$ cat config.mk
export PLATFORM = sky130hd
export DESIGN_NAME = n1_program_loader
export DESIGN_NICKNAME = d
export VERILOG_FILES = /design/src/rtl/n1_program_loader.sv
export SDC_FILE = /design/constraint.sdc
export NUM_CORES = 1
export LEC_CHECK = 0
export ABC_AREA = 1
export CORE_ASPECT_RATIO = 0.6
export CORE_UTILIZATION = 48
export CTS_CLUSTER_SIZE = 10
export DETAILED_ROUTE_END_ITERATION = 6
export PLACE_DENSITY = 0.75
export SYNTH_ARGS = -nofsm -noshare
export SYNTH_HDL_FRONTEND = slang
export SYNTH_SLANG_ARGS = --single-unit
$ cat constraint.sdc
create_clock -name i_clk -period 1.9 [get_ports i_clk]
set_input_delay 0.38 -clock i_clk [delete_from_list [all_inputs] [get_ports i_clk]]
set_output_delay 0.38 -clock i_clk [all_outputs]
set_load 0.05 [all_outputs]
$ cat src/rtl/n1_program_loader.sv
// rtl/n1_program_loader.sv - byte-stream program loader for the n1 instruction RAM
module n1_program_loader #(
  parameter int RAM_SIZE  = 128,
  parameter int ADDR_BITS = $clog2(RAM_SIZE)
) (
  input  logic                 i_clk,
  input  logic                 i_rst,
  input  logic                 i_load_start,
  input  logic                 i_abort,
  input  logic [7:0]           i_byte_in,
  input  logic                 i_byte_valid,
  output logic                 o_byte_ready,
  output logic                 o_mem_we,
  output logic [ADDR_BITS-1:0] o_mem_addr,
  output logic [15:0]          o_mem_wdata,
  output logic                 o_busy,
  output logic                 o_done,
  output logic                 o_error,
  output logic                 o_cpu_run,
  output logic [ADDR_BITS:0]   o_words_loaded
);

  typedef enum logic [2:0] {
    S_IDLE, S_COUNT, S_HI, S_LO, S_WRITE, S_CHECK, S_DONE, S_ERR
  } state_t;

  state_t               r_state;
  logic [7:0]           r_count_n;
  logic [7:0]           r_hi;
  logic [7:0]           r_csum;
  logic [ADDR_BITS-1:0] r_addr;
  logic [15:0]          r_wdata;
  logic [ADDR_BITS:0]   r_words;

  logic w_accept;
  logic w_last_word;
  logic w_count_bad;

  assign w_accept    = i_byte_valid & o_byte_ready;
  assign w_last_word = (32'(r_words) + 32'd1) == 32'(r_count_n);
  assign w_count_bad = (i_byte_in == 8'd0) || (32'(i_byte_in) > RAM_SIZE);

  // Status and handshake decode straight from the state register; the write
  // strobe is gated by abort so an aborted WRITE cycle never reaches the RAM.
  always_comb begin
    o_byte_ready = 1'b0;
    o_busy       = 1'b0;
    o_done       = 1'b0;
    o_error      = 1'b0;
    o_mem_we     = 1'b0;
    case (r_state)
      S_COUNT, S_HI, S_LO, S_CHECK: begin
        o_byte_ready = 1'b1;
        o_busy       = 1'b1;
      end
      S_WRITE: begin
        o_busy   = 1'b1;
        o_mem_we = ~i_abort;
      end
      S_DONE:  o_done  = 1'b1;
      S_ERR:   o_error = 1'b1;
      default: ;
    endcase
  end

  assign o_cpu_run      = o_done;
  assign o_mem_addr     = r_addr;
  assign o_mem_wdata    = r_wdata;
  assign o_words_loaded = r_words;

  // Load sequencer: count byte, N high/low word pairs, then the checksum byte.
  always_ff @(posedge i_clk or posedge i_rst) begin
    if (i_rst) begin
      r_state   <= S_IDLE;
      r_count_n <= '0;
      r_hi      <= '0;
      r_csum    <= '0;
      r_addr    <= '0;
      r_wdata   <= '0;
      r_words   <= '0;
    end else if (i_abort) begin
      r_state <= S_IDLE;
    end else begin
      case (r_state)
        S_IDLE, S_DONE, S_ERR: begin
          if (i_load_start) begin
            r_state <= S_COUNT;
            r_words <= '0;
            r_addr  <= '0;
            r_csum  <= '0;
          end
        end
        S_COUNT: begin
          if (w_accept) begin
            r_count_n <= i_byte_in;
            r_state   <= w_count_bad ? S_ERR : S_HI;
          end
        end
        S_HI: begin
          if (w_accept) begin
            r_hi    <= i_byte_in;
            r_csum  <= r_csum ^ i_byte_in;
            r_state <= S_LO;
          end
        end
        S_LO: begin
          if (w_accept) begin
            r_wdata <= {r_hi, i_byte_in};
            r_csum  <= r_csum ^ i_byte_in;
            r_state <= S_WRITE;
          end
        end
        S_WRITE: begin
          r_words <= r_words + 1'b1;
          if (w_last_word) begin
            // Address holds on the final word so it never wraps past RAM_SIZE-1.
            r_state <= S_CHECK;
          end else begin
            r_addr  <= r_addr + 1'b1;
            r_state <= S_HI;
          end
        end
        S_CHECK: begin
          if (w_accept) begin
            r_state <= (i_byte_in == r_csum) ? S_DONE : S_ERR;
          end
        end
        default: r_state <= S_IDLE;
      endcase
    end
  end

endmodule

-- Word level (Yosys, flattened, before mapping)
Cells that the tools add are included.
- bits in registers: 58
- input port bits: 13
- logic and storage cells: 69
- add/subtract/negate cells: 3
- $lt $le $gt $ge: 1
- equal/unequal tests: 17
- mux-type cells: 22
- bitwise gates (word level): 3
- reductions and logical operators: 16
- operators with widths (operator ; number):
    8-bit case mux with 2 select lines ; 2
    3-bit two-way mux ; 8
    3-bit case mux with 6 select lines ; 1
    8-bit two-way mux ; 2
    3-bit != test, second input constant ; 5
    7-bit two-way mux ; 2
    7-bit case mux with 2 select lines ; 1
    3-bit == test, second input constant ; 4
    3-bit AND reduction ; 4
    8-bit by 1-bit adder with 9-bit output, second input constant ; 1
    9-bit by 8-bit == test with 1-bit output ; 1
    8-bit by 1-bit adder with 8-bit output, second input constant ; 1
    8-bit == test ; 1
    8-bit > comparator, second input constant ; 1
    8-bit zero test ; 1
    4-bit AND reduction ; 2
    8-bit XOR ; 1
    7-bit by 1-bit adder with 7-bit output, second input constant ; 1
    3-bit by 2-bit == test with 1-bit output, second input constant ; 2
    1-bit two-way mux ; 6
    5-bit AND reduction ; 1
    5-bit OR reduction ; 1
    2-bit != test, second input constant ; 2
    2-bit nonzero test ; 2
    9 further kinds ; 9

-- Logic depth before layout (Yosys ltp)
- depth in word-level cells: 7
- depth in mapped cells: 14
- mapped depth without buffers: 14

-- Worst setup path before layout
Ideal clock, no wire load.
- path kind: register to register
- from: reg r_state[0]
- to: reg r_state[0]
- arrival time: 2.378 ns
- data required time: 1.784 ns
- path slack: -0.594 ns
- stages on the path, launching flop included: 10
- clock period less this slack: 2.494 ns
- path through: dfrtp_1 > inv_2 > nor2_1 > inv_1 > o21ai_0 > o21ai_0 > a21oi_1 > nand3_1 > nand2_1 > nand2_1
- cells in the longest elaborated chain, start to end: 6
- elaborated cells between the ends (all ways): 20
- those cells by class: eq/ne (12); mux (3); bitwise (1); reduce/logical (4)
- RTL lines (element ; line ; RTL):
    start: declaration ; 27 ; state_t r_state;
    start signal: assignment ; 96 ; r_state <= w_count_bad ? S_ERR : S_HI;
    start signal: assignment ; 125 ; r_state <= (i_byte_in == r_csum) ? S_DONE : S_ERR;
    3-bit == test, or another cell as far along ; 51, 84 ;
    4-bit OR reduction ; n/a ;
    1-bit two-way mux ; 51 ; case (r_state)
    1-bit bitwise AND ; 39 ; assign w_accept = i_byte_valid & o_byte_ready;
    3-bit != test (no line) ; n/a ;
    5-bit AND reduction (no line) ; n/a ;
Several ways; a longest one is shown, not always the timed one.
A chain may end at the register's enable or synchronous reset.

-- Final worst setup path
- from: reg r_state[0]
- to: out o_busy
- cells in the longest elaborated chain, start to end: 3
- elaborated cells between the ends (all ways): 7
- those cells by class: eq/ne (5); mux (1); reduce/logical (1)
- RTL lines (element ; line ; RTL):
    3-bit == test, or another cell as far along ; 51 ;
    5-bit OR reduction (no line) (*) ; n/a ;
    1-bit two-way mux (*) ; 51 ;
    end: declaration ; 16 ; output logic o_busy,
Every way passes the cells marked *; elsewhere a longest branch is shown, timed or not.

==> summary.md <==
| Metric | Value |
|---|---|
| Max stage delay on crit path | `430 ps` |
| Post-synthesis mux area share | `3.40%` |
| GPL Wtd Cong | `0.838` |
| Cells along the critical path | `buf_6, inv_6, nor2_4, inv_2, buf_6, o21ai_4, buf_12` |
| Failing checks | `negative setup slack` |
| Fmax | `517 MHz` |
| Core Footprint | `6170 um^2` |
| Pin count of the biggest net entering global routing | `59` |
| Synth Cell Area | `3090 um^2` |
| Slowest CP cell | `dfrtp_2` |
| Fin crit period | `1940 ps` |
| Layout net count | `466` |
| DR pass1 iterations | `5` |
| Synth Area in XOR/XNOR | `3.40%` |
| Num CTS Buffers | `9` |
| CTS clk-pin slew, worst paths | `70 ps` |
| Worst R2R Path Depth | `9` |
| Post-DRT Antenna Nets | `0` |
| Max Cap Violations | `0` |
| Post-synthesis net count | `379` |
| Register area share after synthesis | `47.0%` |
| Inserted Diodes | `0` |
| Hold Path Class | `input pin to asynchronous set/reset pin` |
| Number of hold violations in the final report | `0` |
| Syn. warnings | `0` |
| Vias post-DR | `2831` |
| Grt ovf | `0` |
| DR iter-0 viols | `190` |
| Crit path max fanout | `4` |
| PwrDens | `1100 nW/um^2` |
| Main synth FF type | `dfrtp_1` |
| Worst r2r src | `r_state[1]` |
| Crit path top cell by count | `buf_6` |
| Utilization after layout | `70.6%` |
| CP Data Arrival Time | `1560 ps` |
| Boundary pin count | `50` |
| Dpl hpwl | `5.08 mm` |
| Drt wl/cell | `14.8 um` |
| H-tree levels | `3` |
| Largest family of logic cells by synthesized area | `simple AND/OR/NAND/NOR gates` |
| Post-synthesis compound-gate area fraction | `10.6%` |
| Root Buffer | `clkbuf_8` |
| Final worst-path cycle share | `102%` |
| Fill cells | `456` |
| Layout cell share with drive strength beyond 1 | `33.9%` |
| WP buf/inv | `5` |
| RSZ-0062 raised after global routing | `yes` |
| Die Footprint | `6770 um^2` |
| Vias/cell | `5.26` |
| Die width | `106 um` |
| TritonCTS Sinks | `58` |
| Remaining routing DRC violations | `0` |
| Placed cells | `504` |
| Post-synth ARST share | `100%` |
| Worst setup EP type | `primary output` |
| Vias in the first global route | `2618` |
| Pleak | `0.00209 uW` |
| Starting Density | `50.1%` |
| Worst R2R End | `r_csum[1]` |
| Final WS setup | `-35.7 ps` |
| First-pass GRT wire length | `12.4 mm` |
| Cells after Synth | `362` |
| Synth top area cells | `dfrtp_1 (47%), nand2_1 (11%), o21ai_0 (6.2%)` |
| Worst path top cell family by delay | `buffers and inverters` |
| Slew Limit Fails | `0` |
| Adder-Cell Fraction of Synth Area | `1.62%` |
| CP Launch Type | `register` |
| Worst-Skew Late Latency | `350 ps` |
| Port bufs | `49` |
| Simple-gate portion of the synthesized area | `26.6%` |
| Layout Skew | `5.23 ps` |
| Worst slew margin | `66.2%` |
| CTS tree | `yes` |
| Worst slew pin tran | `507 ps` |
| All-Layer GR Usage | `24.1%` |
| DP Worst Slack | `4.49 ps` |
| Non-Filler Instances | `538` |
| Final Setup Violations | `6` |
| Site Rows | `22` |
| Post-synth EDFFs | `0` |
| Peak supply drop | `0.000870 V` |
| Post-synth top area cell | `dfrtp_1` |
| Synth top area share | `47.0%` |
| Final WL | `7.99 mm` |
| Cell variety after synth | `34` |
| Post-synthesis register bit count | `58` |
| Synth Area per Inst | `8.53 um^2` |
| Crit path required time | `1520 ps` |
| Status | `complete, but fails checks` |
| Initial antenna violation count | `0` |
| Setup CP Type | `register to primary output` |
| DIE HEIGHT | `64.1 um` |
| R2r setup slk | `-10 ps` |
| Min Hold Slack | `404 ps` |
| CTS max path bufs | `2` |
| Area Growth Syn to Fin | `41.0%` |
-- final cells by class --
cell class | instances | area [um^2] | area share [%]
clock inverter | 7 | 103 | 2.36
sequential | 58 | 1460 | 33.5
tap | 84 | 105 | 2.41
multi-input combinational | 256 | 1570 | 36.0
clock buffer | 9 | 124 | 2.84
inverter | 37 | 144 | 3.30
timing repair buffer | 87 | 850 | 19.5
-- synthesized netlist by cell type (3+ instances only) --
cell type and count:
ha_1 4, inv_1 32, o21ai_1 6, nand2_2 6, buf_6 4, o21ai_0 38
nor2_2 6, mux2_4 4, a21oi_1 3, buf_4 4, dfrtp_1 58, nand2_1 93
inv_2 5, nand3b_1 12, mux2_2 4, nor2_1 22, nand4_1 9, clkbuf_1 4
xnor2_1 10, nand3_1 18
-- state kept, by name, summed over array words and instances, names as in the netlist --
signal / count
r_state: 3
o_mem_wdata: 16
o_mem_addr: 7
r_csum: 8
r_count_n: 8
r_hi: 8
o_words_loaded: 8
-- per-stage QoR --
stage               power, uW  setup TNS (ps)  area, um^2
global placement         2970               0        3820
global route             5030            -768        4350
detailed placement       3000               0        3820
finish                   4780           -77.2        4350
floorplan                2510            -174        3130
CTS                      4360               0        4070
-- where the power goes --
part | internal, uW | switching [uW] | total, uW | leakage, uW
clock | 748 | 553 | 1300 | 0.000110
sequential | 1410 | 146 | 1560 | 0.000788
combinational | 860 | 1060 | 1920 | 0.00119
-- layer usage --
layer / track usage [%] / vias up / routed length (um)
met5: 0 / - / 0
met3: 7.55 / 15 / 485
met1: 33.6 / 1359 / 3660
li1: - / 1361 / -
met4: 6.77 / 0 / 148
met2: 36.5 / 96 / 3690
-- cell families after synthesis --
group | count (synthesis)
XOR/XNOR | 12
adder cells (fa/ha/maj) | 4
multiplexers | 8
flip-flops | 58
AO/OA/AOI/OAI | 56
AND/OR/NAND/NOR | 175
buffers and inverters | 49
-- worst register-to-register path, cell delays in order (launching register included) --
cell      delay (ps)
dfrtp_2          450
ha_2             220
a21oi_4          160
nor2_1            90
nor2_2           140
inv_2             90
a211oi_4         340
buf_12           170
nand3b_1         100
o21ai_2           80
-- layout by cell type, fill, tap and decap left out, types with 4 or more instances in the layout --
master / Yosys / routed
buf_4: 4 / 50
nor2_2: 6 / 5
dlygate4sd2_1: 0 / 4
mux2_2: 4 / 4
nand2_2: 6 / 13
mux2_4: 4 / 4
clkbuf_8: 0 / 9
nand4_1: 9 / 9
o21ai_1: 6 / 8
nand2_1: 93 / 84
nor2_1: 22 / 17
nand3b_1: 12 / 12
nand3_1: 18 / 15
nor2_4: 2 / 8
dfrtp_2: 0 / 7
buf_12: 0 / 8
dfrtp_1: 58 / 51
dlymetal6s2s_1: 0 / 4
inv_2: 5 / 9
o21ai_0: 38 / 35
inv_1: 32 / 27
buf_6: 4 / 7
clkdlybuf4s50_1: 0 / 12
xnor2_1: 10 / 9
-- timing repair --
action | CTS | global route
endpoints found under the setup margin | 6 | 43
setup buffers | 2 | 14
pin swaps | 1 | 22
hold buffers | 0 | 0
hold endpoints to repair | 0 | 0
resized for setup | 10 | 45
gates cloned | 0 | 2
-- worst max path at each step --
stage	start	endpoint	slack, ps	cells after the start
3_5_place_dp	i_abort	o_mem_wdata[13]	4	4
3_3_place_gp	i_abort	o_mem_wdata[11]	30	4
2_1_floorplan	i_rst	o_words_loaded[0]	-30	1
5_1_grt	r_state[0]	o_busy	-90	7
6_report	r_state[0]	o_busy	-40	7
4_1_cts	o_mem_wdata[3]	o_mem_wdata[3]	6	1
No activity file was read; power rests on OpenSTA's default activity.
